[config.mk]
export PLATFORM = sky130hd
export DESIGN_NAME = alu_result_queue
export DESIGN_NICKNAME = d
export VERILOG_FILES = /design/src/rtl/alu_q_pkg.sv /design/src/rtl/alu_q_ptr.sv /design/src/rtl/alu_result_queue.sv
export SDC_FILE = /design/constraint.sdc
export NUM_CORES = 1
export LEC_CHECK = 0
export CAP_MARGIN = 20
export CORE_ASPECT_RATIO = 1.1
export CORE_MARGIN = 1.5
export CORE_UTILIZATION = 30
export CTS_BUF_LIST = sky130_fd_sc_hd__clkbuf_4 sky130_fd_sc_hd__clkbuf_8
export DETAILED_ROUTE_END_ITERATION = 10
export DONT_BUFFER_PORTS = 1
export GPL_ROUTABILITY_DRIVEN = 0
export PLACE_DENSITY = 0.54
export SETUP_SLACK_MARGIN = 0.15
export SYNTH_ARGS = -nofsm -noshare
export SYNTH_HDL_FRONTEND = slang
export SYNTH_SLANG_ARGS = --single-unit
[constraint.sdc]
create_clock -name clk_i -period 1.8 [get_ports clk_i]
set_clock_uncertainty 0.05 [all_clocks]
set_input_delay 0.09 -clock clk_i [delete_from_list [all_inputs] [get_ports clk_i]]
set_output_delay 0.09 -clock clk_i [all_outputs]
set_load 0.02 [all_outputs]
[src/rtl/alu_q_pkg.sv]
// alu_q_pkg: shared constants and helpers for the ALU result queue.
//   - Default payload width and depth.
//   - ptr_next(): wrap-around pointer increment for arbitrary (non power-of-two) depths.
//   - cnt_width() / alu_q_cnt_t: occupancy counter width helpers.
package alu_q_pkg;

   localparam int unsigned ALU_Q_WIDTH_DEFAULT = 32;
   localparam int unsigned ALU_Q_DEPTH_DEFAULT = 4;

   // Occupancy must represent 0..DEPTH inclusive.
   function automatic int unsigned cnt_width(input int unsigned depth);
      return $clog2(depth + 1);
   endfunction

   typedef logic [$clog2(ALU_Q_DEPTH_DEFAULT + 1)-1:0] alu_q_cnt_t;

   // Explicit compare against the last index so any depth wraps correctly.
   function automatic int unsigned ptr_next(input int unsigned ptr, input int unsigned depth);
      return (ptr >= depth - 1) ? 0 : ptr + 1;
   endfunction

endpackage

[src/rtl/alu_q_ptr.sv]
// alu_q_ptr: wrap-around index register for the ALU result queue.
// Ports:
//   clk_i      clock
//   reset_n_i  asynchronous active-low reset (pointer -> 0)
//   clear_i    synchronous clear (pointer -> 0), wins over adv_i
//   adv_i      advance the pointer by one, wrapping DEPTH-1 -> 0
//   ptr_o      current pointer value
module alu_q_ptr
   import alu_q_pkg::*;
#(
   parameter int unsigned DEPTH = ALU_Q_DEPTH_DEFAULT,
   parameter int unsigned PTR_W = (DEPTH > 1) ? $clog2(DEPTH) : 1
) (
   input  logic             clk_i,
   input  logic             reset_n_i,
   input  logic             clear_i,
   input  logic             adv_i,
   output logic [PTR_W-1:0] ptr_o
);

   logic [PTR_W-1:0] ptr_q, ptr_d;

   always_comb begin
      ptr_d = ptr_q;
      if (clear_i) begin
         ptr_d = '0;
      end else if (adv_i) begin
         ptr_d = PTR_W'(ptr_next(32'(ptr_q), DEPTH));
      end
   end

   always_ff @(posedge clk_i or negedge reset_n_i) begin
      if (!reset_n_i) begin
         ptr_q <= '0;
      end else begin
         ptr_q <= ptr_d;
      end
   end

   assign ptr_o = ptr_q;

endmodule

[src/rtl/alu_result_queue.sv]
// alu_result_queue: DEPTH-entry circular FIFO between the ALU and its consumer.
// Input side is valid/ready, output side is valid/yumi. ready_o depends only on
// registered occupancy, so a full queue refuses input even while being drained.
// Ports:
//   clk_i, reset_n_i         clock, asynchronous active-low reset
//   flush_i                  synchronous flush; discards any same-cycle enq/deq
//   valid_i, ready_o, data_i producer handshake and payload
//   valid_o, yumi_i, data_o  consumer handshake and head payload (0 when invalid)
//   count_o                  occupancy
//   almost_full_o            count_o >= AFULL_THRESH
// Build option: define ALU_Q_BYPASS_EN for zero-latency bypass when the queue is
// empty (data_i forwarded to data_o; consumed directly if yumi_i is high).
module alu_result_queue
   import alu_q_pkg::*;
#(
   parameter int unsigned WIDTH        = ALU_Q_WIDTH_DEFAULT,
   parameter int unsigned DEPTH        = ALU_Q_DEPTH_DEFAULT,
   parameter int unsigned AFULL_THRESH = DEPTH - 1
) (
   input  logic                         clk_i,
   input  logic                         reset_n_i,
   input  logic                         flush_i,
   input  logic                         valid_i,
   output logic                         ready_o,
   input  logic [WIDTH-1:0]             data_i,
   output logic                         valid_o,
   input  logic                         yumi_i,
   output logic [WIDTH-1:0]             data_o,
   output logic [$clog2(DEPTH+1)-1:0]   count_o,
   output logic                         almost_full_o
);

   localparam int unsigned PtrW = (DEPTH > 1) ? $clog2(DEPTH) : 1;
   localparam int unsigned CntW = $clog2(DEPTH + 1);

   logic [WIDTH-1:0] mem_q [DEPTH];
   logic [CntW-1:0]  count_q, count_d;
   logic [PtrW-1:0]  rd_ptr, wr_ptr;
   logic             not_empty;
   logic             bypass;
   logic             enq, deq;

   assign not_empty = (count_q != '0);
   assign ready_o   = (count_q < CntW'(DEPTH));

`ifdef ALU_Q_BYPASS_EN
   assign bypass = !not_empty && valid_i && !flush_i;
`else
   assign bypass = 1'b0;
`endif

   // A bypassed entry taken by the consumer in the same cycle is never stored.
   assign enq = valid_i && ready_o && !flush_i && !(bypass && yumi_i);
   assign deq = yumi_i && not_empty && !flush_i;

   always_comb begin
      valid_o = not_empty || bypass;
      data_o  = '0;
      if (not_empty) begin
         data_o = mem_q[rd_ptr];
      end else if (bypass) begin
         data_o = data_i;
      end
   end

   always_comb begin
      count_d = count_q;
      if (flush_i) begin
         count_d = '0;
      end else if (enq && !deq) begin
         count_d = count_q + 1'b1;
      end else if (deq && !enq) begin
         count_d = count_q - 1'b1;
      end
   end

   always_ff @(posedge clk_i or negedge reset_n_i) begin
      if (!reset_n_i) begin
         count_q <= '0;
      end else begin
         count_q <= count_d;
      end
   end

   // Storage is intentionally not reset; valid_o gates its visibility.
   always_ff @(posedge clk_i) begin
      if (enq) begin
         mem_q[wr_ptr] <= data_i;
      end
   end

   alu_q_ptr #(
      .DEPTH (DEPTH),
      .PTR_W (PtrW)
   ) u_wr_ptr (
      .clk_i     (clk_i),
      .reset_n_i (reset_n_i),
      .clear_i   (flush_i),
      .adv_i     (enq),
      .ptr_o     (wr_ptr)
   );

   alu_q_ptr #(
      .DEPTH (DEPTH),
      .PTR_W (PtrW)
   ) u_rd_ptr (
      .clk_i     (clk_i),
      .reset_n_i (reset_n_i),
      .clear_i   (flush_i),
      .adv_i     (deq),
      .ptr_o     (rd_ptr)
   );

   assign count_o       = count_q;
   assign almost_full_o = (count_q >= CntW'(AFULL_THRESH));

endmodule

### Yosys cells after proc, flatten, opt, wreduce, memory -nomap -nowiden

Memories as Yosys holds them, arrays and structs flattened.
Cells that the tools add are included.

* flip-flop bits (word level): 7
* bits in latches: 0
* memory bits (writable): 128
* memory bits (read-only): 0
* input port bits: 37
* output and inout port bits: 38
* word-level logic and storage cells: 37
* memories: 1

* $add $sub $neg: 4
* multiply operators: 0
* div/mod/pow operators: 0
* magnitude comparators: 4
* equal/unequal tests: 0
* shifts and indexed selects: 0
* muxes and demuxes: 12
* bitwise operators: 0
* reductions and logical operators: 13

Memories
* mem_q: depth 4, bits a word 32, rd ports 1, clocked after Yosys merged registers in 0, write ports 1, line alu_result_queue.sv:36 `logic [WIDTH-1:0] mem_q [DEPTH];`

Operators with widths (number)
* two-way mux 32 bit: 1
* two-way mux 2 bit: 6
* two-way mux 3 bit: 3
* logical AND 1 bit: 6
* nonzero test 3 bit: 2
* adder 2 x 1 -> 2 bit, second input constant: 2
* greater-or-equal comparator 2 bit, second input constant: 2
* nonzero test 2 bit: 2
* adder 3 x 1 -> 3 bit, second input constant: 1
* greater-or-equal comparator 3 x 2 -> 1 bit, second input constant: 1
* logical NOT 1 bit: 3
* less-than comparator 3 bit, second input constant: 1
* subtractor 3 x 1 -> 3 bit, second input constant: 1
* two-way mux 1 bit: 2

### Depth between registers and ports, before layout

Gate-level depths: netlist of run 1.

* word-level depth: 8
* depth in mapped cells: 7
* gate-level depth less buffers: 7

### By module

Synthesis of run 1 repeated with hierarchy kept, for this count alone.

* cells, all modules: 266
* area, all modules: 5415.2 um^2

Modules (own cells, without submodules)
* alu_result_queue: times used 1, cells an instance 250, area an instance 5215.0 um^2, seq. area each 3918.8 um^2
* alu_q_ptr: times used 2, cells an instance 8, area an instance 100.1 um^2, seq. area each 50.0 um^2

### Least setup slack after synthesis of run 1

Ideal clock, no wire load.

* kind: flip-flop to flip-flop
* start: reg count_q[2] (netlist: count_o[2])
* end: mem mem_q[0][0] (netlist bit), enable pin
* library setup time: 0.392 ns
* arrival time: 1.715 ns
* required time: 1.358 ns
* setup slack: -0.357 ns
* stages on the path, launching flop included: 4
* buffers on the path: 0
* period minus slack after synthesis: 2.157 ns
* path through: dfrtp_1 > nand2b_1 > nor2_1 > and2_1

* cells in the longest elaborated chain, start to end: 5

Ends and longest elaborated chain
* from (decl): line alu_result_queue.sv:37 `logic [CntW-1:0] count_q, count_d;`
* from (signal assigned): line alu_result_queue.sv:81 `count_q <= count_d;`
* less-than comparator 3 bit: line alu_result_queue.sv:44 `assign ready_o = (count_q < CntW'(DEPTH));`
* logical AND 1 bit (2 in series): line alu_result_queue.sv:53 `assign enq = valid_i && ready_o && !flush_i && !(bypass && yumi_i);`
* two-way mux 1 bit: line alu_result_queue.sv:87 `if (enq) begin`
* two-way mux 1 bit (implied by the code): line alu_result_queue.sv:88 `mem_q[wr_ptr] <= data_i;`
* to (decl): line alu_result_queue.sv:36

Every way passes these cells.

### Worst setup path after layout of run 1

* start: reg u_rd_ptr.ptr_q[0] (netlist: u_rd_ptr.ptr_o[0])
* end: out data_o[4]

* cells in the longest elaborated chain, start to end: 2

Ends and longest elaborated chain
* from (decl): line alu_q_ptr.sv:21 `logic [PTR_W-1:0] ptr_q, ptr_d;`
* from (signal assigned): line alu_q_ptr.sv:36 `ptr_q <= ptr_d;`
* memory (4 x 32 bit)
* two-way mux 32 bit: line alu_result_queue.sv:59 `if (not_empty) begin`
* to (decl): line alu_result_queue.sv:28 `output logic [WIDTH-1:0] data_o,`

Every way passes these cells.

==> results of run 1 <==
[cells by family (layout without fill, tap and decap cells)]
group	count (synthesis)	after routing	share of synthesized area, %
multiplexers	32	32	13.6
adder cells (fa/ha/maj)	5	5	1.30
flip-flops	135	135	74.3
buffers and inverters	19	112	2.47
XOR/XNOR	5	5	0.810
AND/OR/NAND/NOR	58	58	6.24
AO/OA/AOI/OAI	11	11	1.30
[power by group through the flow]
stage          logic, mW  clock network [mW]  registers [mW]
3_5_place_dp        2.70                   0            3.86
5_1_grt             4.25                2.74            3.80
6_report            3.98                2.53            3.77
3_3_place_gp        2.69                   0            3.85
4_1_cts             4.02                2.61            3.77
2_1_floorplan       2.12                   0            3.84
[repair_timing]
item                                    CTS  global route
endpoints found under the hold margin   142             0
resized for setup                        84            10
hold buffers                             37             0
buffers inserted                         10             3
gates cloned                              4             0
endpoints found under the setup margin   63            85
pin swaps                                34             0
[layer usage]
metal	share of wire, %	up-vias	global-route usage [%]	wire length (um)
met5	0	-	0	0
met4	0.98	0	5.21	109
met3	5.3	8	4.36	590
met2	51	69	20.8	5650
met1	43	1392	16.5	4790
li1	-	1212	-	-
[synthesized netlist by cell type]
cell type  number
mux4_2         28
xor2_1          2
nand3b_1        2
a31oi_1         1
nand2b_1        2
a21oi_1         2
clkbuf_1        5
nand2_1         6
or4_1           1
buf_2           5
dfrtp_1         7
o31ai_1         2
o311ai_0        1
ha_1            4
nor2b_1         1
or3_1           1
mux4_1          4
edfxtp_1      128
o211ai_1        1
a211oi_1        1
o21ai_0         3
xnor2_1         3
buf_12          3
fa_1            1
and2_1         37
nand3_1         1
nor2_1          6
inv_1           5
buf_6           1
and3b_1         1
[sequential cells by signal (all words and copies together), names as in the netlist]
register / flops
count_o: 3
mem_q: 128
u_rd_ptr.ptr_o: 2
u_wr_ptr.ptr_o: 2
[tightest hold or removal path, stage by stage]
cell      delay [ns]
and3b_1         0.15
a211oi_1        0.20
o31ai_1         0.10
[metrics by stage]
step	util, %	TNS [ns]	hold slack [ns]
final	40.1	-4.23	0.0857
after detailed placement	33.6	-0.0307	-0.255
after global placement	33.6	0	-0.255
after global routing	40.1	-7.06	0.0760
after floorplan	-	-0.0304	-0.256
after CTS	39.8	-5.96	0.0463
[worst max-delay path by stage]
stage	from	to	slack (ns)	cells past startpoint
finish	u_rd_ptr.ptr_o[0]	data_o[4]	-0.19	5
global route	u_rd_ptr.ptr_o[0]	data_o[11]	-0.29	5
CTS	u_rd_ptr.ptr_o[0]	data_o[4]	-0.25	5
detailed placement	count_o[2]	count_o[2]	-0.02	7
global placement	count_o[2]	count_o[1]	0.05	7
floorplan	count_o[0]	count_o[2]	-0.02	7
[final cells by class]
cell class | count | area (um^2) | area share [%]
Sequential cell | 135 | 4030 | 56.8
Multi-Input combinational cell | 111 | 1390 | 19.6
Timing Repair Buffer | 76 | 948 | 13.4
Tap cell | 238 | 298 | 4.21
Clock buffer | 19 | 249 | 3.52
Clock inverter | 12 | 154 | 2.17
Inverter | 5 | 21.3 | 0.300
==> metrics.md, run 1 <==
| Metric | Value |
|---|---|
| Die width | `131 um` |
| Final wirelength | `11100 um` |
| Synth Instances | `265` |
| Final hold viol count | `0` |
| Top post-synthesis cells by area | `edfxtp_1, mux4_2, and2_1, dfrtp_1, mux4_1` |
| Synthesized flop and latch total | `135` |
| WL per Instance | `18.7 um` |
| CTS clk-pin slew, worst paths | `0.07 ns` |
| Vias in the first global route | `2918` |
| Crit path kind | `flop to primary output` |
| Worst-Skew Late Latency | `0.44 ns` |
| ANT nets after route | `0` |
| Failing checks | `setup timing` |
| Total gr overflow | `0` |
| Required @ worst endpoint | `1.66 ns` |
| PortBufs | `0` |
| Crit-path leading delay family | `flip-flops` |
| Yosys top cell by area | `edfxtp_1` |
| 1st-iter DRT viols | `141` |
| Slack of the critical path | `-0.194 ns` |
| Global-route wire length before repair | `17300 um` |
| End of the worst hold path | `count_o[0]` |
| Antenna violations before repair | `0` |
| Mapped Area | `0.00541 mm^2` |
| Worst Min Path Start | `valid_i` |
| Area Growth Syn to Fin | `30.9%` |
| Post-DP HPWL | `6480 um` |
| Crit path buf inv count | `3` |
| Worst Path Arrival | `1.85 ns` |
| Final instance area | `0.00708 mm^2` |
| H-tree Lvls | `4` |
| YS warnings | `0` |
| Comb pwr share | `38.7%` |
| Syn_area_per_cell | `20.4 um^2` |
| Vias per Instance | `4.50` |
| # DRC | `0` |
| Layout cell share with drive strength beyond 1 | `42.5%` |
| Clock Sink Count | `135` |
| DP Area | `0.00594 mm^2` |
| Root Driver | `clkbuf_8` |
| Syn_nets | `307` |
| Cell count after placement | `511` |
| Netlist cell types | `30` |
| HP Class | `primary input to flop` |
| Row cnt | `51` |
| Top-Level Pins | `75` |
| Max Freq | `0.501 GHz` |
| R2R setup slack | `-0.04 ns` |
| VDD IR max | `0.000878 V` |
| Critical path's slowest cell | `dfrtp_2` |
| RSZ-0062 raised after global routing | `yes` |
| Min-Delay Path Depth | `3` |
| Switching part of the total power | `31.4%` |
| CP Cell Sequence | `buf_12, buf_12, buf_16, mux4_2, and2_4` |
| Slew margin rel. | `70.0%` |
| Critical Path Start Type | `flop` |
| Tot Pwr | `10.3 mW` |
| Most frequent cells in the layout | `edfxtp_1, and2_4, dlygate4sd3_1` |
| NetSw | `3.23 mW` |
| Largest net degree at the start of global routing | `23` |
| Maximum Capacitance Violations | `0` |
| Die area | `0.0188 mm^2` |
| Clk pwr share | `24.6%` |
| Number of fillers in the final layout | `1617` |
| PD cells | `1450 mW/mm^2` |
| All-Layer GR Usage | `13.1%` |
| Clock Tree Buf Depth | `2` |
| Final setup viols | `33` |
| Launch point of the worst reg-to-reg path | `count_o[1]` |
| Non-Filler Instances | `596` |
| Final nets | `388` |
| Place WS | `-0.0210 ns` |
| Most used cell, CP | `buf_12` |
| CP Max Fanout | `7` |
| Post-synth top area share | `71.0%` |
| Seq/Total Area, Yosys | `74.3%` |
| Core area | `0.0177 mm^2` |
| RR Endpoint | `count_o[2]` |
| DR pass1 iterations | `4` |
| Critical Path Sink Type | `primary output` |
| Status | `finished, violations left` |
| Num CTS Buffers | `17` |
| R2R cell count | `6` |
| Max Slew Vio Count | `0` |
| Flop pwr share | `36.7%` |
| Crit path largest cell delay | `0.42 ns` |
| Leakage | `2.35 nW` |
| TritonCTS clock tree | `yes` |
| DIE HEIGHT | `144 um` |
| ANT cells | `0` |
| Final worst path period need | `1.99 ns` |
| Worst Tran Pin Value | `0.450 ns` |
| Most common cell after layout, fill and taps aside | `edfxtp_1` |
| Vias after detailed routing | `2681` |
| Initial Util | `30.6%` |
| Internal power | `7.06 mW` |
| Period utilisation layout | `111%` |
Note: power is estimated with default switching activity, not from simulation.
==> run 2: changes to the inputs <==
Settings changed: CORE_MARGIN 1.5 to 2, PLACE_DENSITY 0.54 to 0.52.
==> run 2 against run 1 <==
The flow still finishes with violations (setup timing); sequential power about the same; routed wire length up 12%; critical path depth unchanged; via count up 4.6%; fmax down 1.2%; final area up 2.3%; cell count up 1.8%; clock-buffer cell count down 1; die area up 1.5%; sequential cell count unchanged; critical endpoint is now data_o[1].
==> metrics.md, run 2 (synthesis results as in run 1) <==
| Metric | Value |
|---|---|
| Comb pwr share | `40.5%` |
| TritonCTS clock tree | `yes` |
| Initial Util | `30.6%` |
| Required @ worst endpoint | `1.66 ns` |
| Global-route wire length before repair | `17900 um` |
| Worst Tran Pin Value | `0.442 ns` |
| NetSw | `3.35 mW` |
| H-tree Lvls | `4` |
| Antenna violations before repair | `1` |
| Max Slew Vio Count | `0` |
| Most used cell, CP | `buf_12` |
| Crit path largest cell delay | `0.51 ns` |
| Internal power | `7.18 mW` |
| Max Freq | `0.496 GHz` |
| Most frequent cells in the layout | `edfxtp_1, and2_4, dlygate4sd3_1` |
| CP Cell Sequence | `buf_12, buf_12, buf_6, mux4_2, and2_4` |
| Cell count after placement | `510` |
| Layout cell share with drive strength beyond 1 | `43.5%` |
| Final wirelength | `12400 um` |
| 1st-iter DRT viols | `91` |
| DIE HEIGHT | `145 um` |
| Vias in the first global route | `2991` |
| Leakage | `2.43 nW` |
| Critical path's slowest cell | `mux4_2` |
| Most common cell after layout, fill and taps aside | `edfxtp_1` |
| Slack of the critical path | `-0.218 ns` |
| All-Layer GR Usage | `13.1%` |
| PD cells | `1450 mW/mm^2` |
| Clk pwr share | `23.8%` |
| Largest net degree at the start of global routing | `23` |
| Crit path kind | `flop to primary output` |
| Max reg flops | `128` |
| Critical Path Start Type | `flop` |
| Root Driver | `clkbuf_8` |
| Clock Tree Buf Depth | `2` |
| Fin Hold WS | `0.0850 ns` |
| GR Util met2 | `22.0%` |
| Final hold viol count | `0` |
| HP Class | `primary input to flop` |
| WL per Instance | `20.5 um` |
| Non-Filler Instances | `607` |
| Period utilisation layout | `112%` |
| Vias after detailed routing | `2804` |
| Post-DP HPWL | `6490 um` |
| Worst Path Arrival | `1.88 ns` |
| Top-Level Pins | `75` |
| Worst-Skew Late Latency | `0.43 ns` |
| Area Growth Syn to Fin | `33.9%` |
| DR pass1 iterations | `4` |
| Core area | `0.0177 mm^2` |
| CP Max Fanout | `7` |
| Failing checks | `setup timing` |
| Num CTS Buffers | `17` |
| Total Neg Setup Slack | `-5.50 ns` |
| PortBufs | `0` |
| Clock Sink Count | `135` |
| Row cnt | `51` |
| RSZ-0062 raised after global routing | `yes` |
| Met3 Track Usage GR | `4.53%` |
| Vias per Instance | `4.62` |
| Die width | `132 um` |
| Final setup viols | `34` |
| GR peak layer | `met2` |
| # DRC | `0` |
| Largest Register | `mem_q` |
| Switching part of the total power | `31.8%` |
| CTS clk-pin slew, worst paths | `0.08 ns` |
| Critical Path Sink Type | `primary output` |
| Maximum Capacitance Violations | `0` |
| Fin util | `41.0%` |
| Status | `finished, violations left` |
| Global-route track usage on met1 | `15.7%` |
| Die area | `0.0191 mm^2` |
| VDD IR max | `0.000673 V` |
| Final nets | `397` |
| ANT nets after route | `0` |
| Tot Pwr | `10.5 mW` |
| Slew margin rel. | `70.5%` |
| Flop pwr share | `35.6%` |
| Total gr overflow | `0` |
| Final worst path period need | `2.02 ns` |
-- run 2: cell types whose count changed in the layout (fill, tap and decap cells not counted), sizes merged --
cell | before | now
diode | 0 | 1
clkinv | 5 | 8
clkbuf | 19 | 24
inv | 6 | 5
buf | 39 | 42
-- run 2: cell type report --
cell class                      count  area (um^2)
Antenna cell                        1         2.50
Inverter                            5         21.3
Clock buffer                       18          241
Clock inverter                     14          159
Multi-Input combinational cell    111         1400
Fill cell                        1625        10400
Tap cell                          238          298
Sequential cell                   135         4030
Timing Repair Buffer               85         1100
-- run 2: metal layers --
metal | vias to the layer above | routed length (um) | part of all wire, %
met4 | 0 | 126 | 1.0
met1 | 1488 | 5490 | 44
met2 | 69 | 6200 | 50
met5 | - | 0 | 0
met3 | 10 | 626 | 5.0
li1 | 1237 | - | -
-- run 2: repair_timing --
action | CTS | global route
hold endpoints to repair | 142 | 0
setup endpoints to repair | 90 | 163
cloned | 2 | 7
pin swaps | 10 | 12
hold buffers | 37 | 0
setup buffers | 11 | 7
gates resized for setup | 21 | 74
-- run 2: power by group through the flow --
stage / Combinational [mW] / Sequential (mW) / Clock [mW]
finish: 4.27 / 3.75 / 2.51
floorplan: 2.12 / 3.84 / 0
global route: 4.55 / 3.78 / 2.74
CTS: 3.61 / 3.76 / 2.62
detailed placement: 2.78 / 3.84 / 0
global placement: 2.77 / 3.82 / 0
-- run 2: per-stage QoR --
stage               area, um^2  worst slack (ns)
global route              7240            -0.303
floorplan                 5450           -0.0236
finish                    7240            -0.218
detailed placement        5900           0.00423
global placement          5900            0.0459
CTS                       6900            -0.297
-- run 2: worst paths after layout --
kind                                   start                end  depth (start not counted)  slack, ns
min                                  valid_i         count_o[0]                          3       0.08
max reg2reg                       count_o[0]         count_o[2]                          7      -0.12
min reg2reg                u_wr_ptr.ptr_o[1]  u_wr_ptr.ptr_o[1]                          2       0.53
min in group asynchronous          reset_n_i         count_o[2]                          2       0.48
max in group asynchronous          reset_n_i         count_o[1]                          2       0.93
max                        u_rd_ptr.ptr_o[0]          data_o[1]                          5      -0.22
-- run 2: worst max-delay path: cells and delay by family, from the launching register on --
family / cells / cell delay [ns]
mux: 1 / 0.51
simple gates: 1 / 0.18
flops: 1 / 0.40
buf+inv: 3 / 0.35
==> run 3: changes to the inputs <==
Settings changed: CORE_MARGIN 2 to default, CORE_UTILIZATION 30 to 59, PLACE_DENSITY 0.52 to 0.85.
==> run 3 against run 2 <==
First-iteration DRC count is 6.6% lower; power is 6.1% lower; non-clock buffer count is 22 lower; via count is 5.5% lower; cell count is 24% lower; critical endpoint is now data_o[26]; sequential share of layout area is 4.0 points higher; the flow still finishes with violations (setup timing); die area is 50% lower; critical path type unchanged; clock power is 8.4% higher; final area is 6.7% lower; routed wire length is 19% lower; fmax is 0.90% lower.
==> metrics.md, run 3 (synthesis results as in run 1) <==
| Metric | Value |
|---|---|
| PortBufs | `0` |
| Num CTS Buffers | `17` |
| Status | `finished, violations left` |
| 1st-iter DRT viols | `85` |
| Vias after detailed routing | `2649` |
| TritonCTS clock tree | `yes` |
| H-tree Lvls | `4` |
| Antenna violations before repair | `0` |
| Post-DP HPWL | `5330 um` |
| PD cells | `1460 mW/mm^2` |
| ANT cells | `0` |
| Leakage | `2.27 nW` |
| WL per Instance | `21.8 um` |
| Row cnt | `36` |
| Failing checks | `setup timing` |
| Clock Sink Count | `135` |
| Max reg flops | `128` |
| HP Class | `primary input to flop` |
| Area Growth Syn to Fin | `24.9%` |
| Worst-Skew Late Latency | `0.44 ns` |
| Global-route wire length before repair | `14600 um` |
| Root Driver | `clkbuf_8` |
| Largest net degree at the start of global routing | `25` |
| Worst Path Arrival | `1.90 ns` |
| Period utilisation layout | `113%` |
| CTS clk-pin slew, worst paths | `0.07 ns` |
| DP Area | `0.00573 mm^2` |
| Maximum Capacitance Violations | `0` |
| DIE HEIGHT | `102 um` |
| Final nets | `375` |
| Cell count after placement | `385` |
| Most frequent cells in the layout | `edfxtp_1, dlygate4sd3_1, and2_1` |
| Final instance area | `0.00676 mm^2` |
| # DRC | `0` |
| Vias per Instance | `5.76` |
| All-Layer GR Usage | `22.6%` |
| FF+latch area | `0.00403 mm^2` |
| Worst Tran Pin Value | `0.493 ns` |
| Die area | `0.00956 mm^2` |
| CP Max Fanout | `10` |
| Critical Path Start Type | `flop` |
| ANT nets after route | `0` |
| Clock Tree Buf Depth | `2` |
| Final setup viols | `34` |
| Final worst path period need | `2.04 ns` |
| Slack of the critical path | `-0.236 ns` |
| RSZ-0062 raised after global routing | `yes` |
| Number of fillers in the final layout | `472` |
| Max Freq | `0.491 GHz` |
| Required @ worst endpoint | `1.66 ns` |
| Vias in the first global route | `2706` |
| Tot Pwr | `9.88 mW` |
| Slew margin rel. | `66.7%` |
| Total gr overflow | `0` |
| Largest Register | `mem_q` |
| Core area | `0.00887 mm^2` |
| Max Slew Vio Count | `0` |
| DR pass1 iterations | `6` |
| Crit path kind | `flop to primary output` |
| Multi-input gate area | `0.00133 mm^2` |
| Total Neg Setup Slack | `-6.44 ns` |
| Final hold viol count | `0` |
| Non-Filler Instances | `460` |
| Top-Level Pins | `75` |
| VDD IR max | `0.000901 V` |
| Die width | `93.3 um` |
| Initial Util | `61.0%` |
| Critical Path Sink Type | `primary output` |
| Most common cell after layout, fill and taps aside | `edfxtp_1` |
| Layout cell share with drive strength beyond 1 | `30.3%` |
| Final wirelength | `10000 um` |
-- run 3: changes by cell type in the layout (fill, tap and decap cells not counted), sizes merged --
cell,change
buf,-20
bufbuf,+3
clkinvlp,-2
clkinv,-4
bufinv,+1
diode,-1
-- run 3: power breakdown --
group | internal [mW] | total [mW] | switching (mW)
logic | 1.60 | 3.37 | 1.77
clock network | 1.68 | 2.72 | 1.05
registers | 3.67 | 3.79 | 0.121
-- run 3: final cells by class --
class                   instances  area share (%)
clock inverters                 9            2.17
clock buffers                  23            4.50
well taps                     114            2.11
inverters                       5           0.278
multi-input cells             111            19.6
flip-flops and latches        135            59.6
repair buffers                 63            11.7
-- run 3: per-layer routing --
layer  track usage (%)  vias up  routed length [um]  part of all wire (%)
met2              38.2       77                5390                    54
met4              10.4        0                 188                   1.9
li1                  -     1193                   -                     -
met3              8.41       21                 527                   5.3
met1              25.8     1358                3940                    39
met5                 0        -                   0                     0
-- run 3: worst paths after layout --
kind                                        start           endpoint  slack (ns)  cells after the start
worst max-delay path            u_rd_ptr.ptr_o[0]         data_o[26]       -0.24                      3
worst min-delay path                       yumi_i         count_o[0]        0.07                      3
worst max register to register         count_o[2]         count_o[2]       -0.08                      7
worst min register to register  u_wr_ptr.ptr_o[1]  u_wr_ptr.ptr_o[1]        0.55                      2
max in group asynchronous               reset_n_i  u_rd_ptr.ptr_o[1]        0.91                      2
min in group asynchronous               reset_n_i         count_o[2]        0.50                      2
-- run 3: what timing repair did --
action	CTS	global route
pin swaps	5	0
endpoints found under the hold margin	142	0
hold buffers	37	0
gates resized for setup	11	9
cloned	3	1
setup endpoints to repair	35	40
buffers inserted	2	0
-- run 3: critical path, cell delays in order (launching register included) --
cell	delay, ns
dfrtp_2	0.45
buf_6	0.21
mux4_2	0.52
and2_1	0.25
-- run 3: through the flow --
step	worst slack [ns]	utilization, %	hold WS, ns
2_1_floorplan	-0.0236	-	-0.256
3_3_place_gp	0.0791	64.6	-0.255
3_5_place_dp	-0.0658	64.6	-0.255
4_1_cts	-0.253	75.5	0.0313
5_1_grt	-0.304	76.1	0.0790
6_report	-0.236	76.1	0.0650
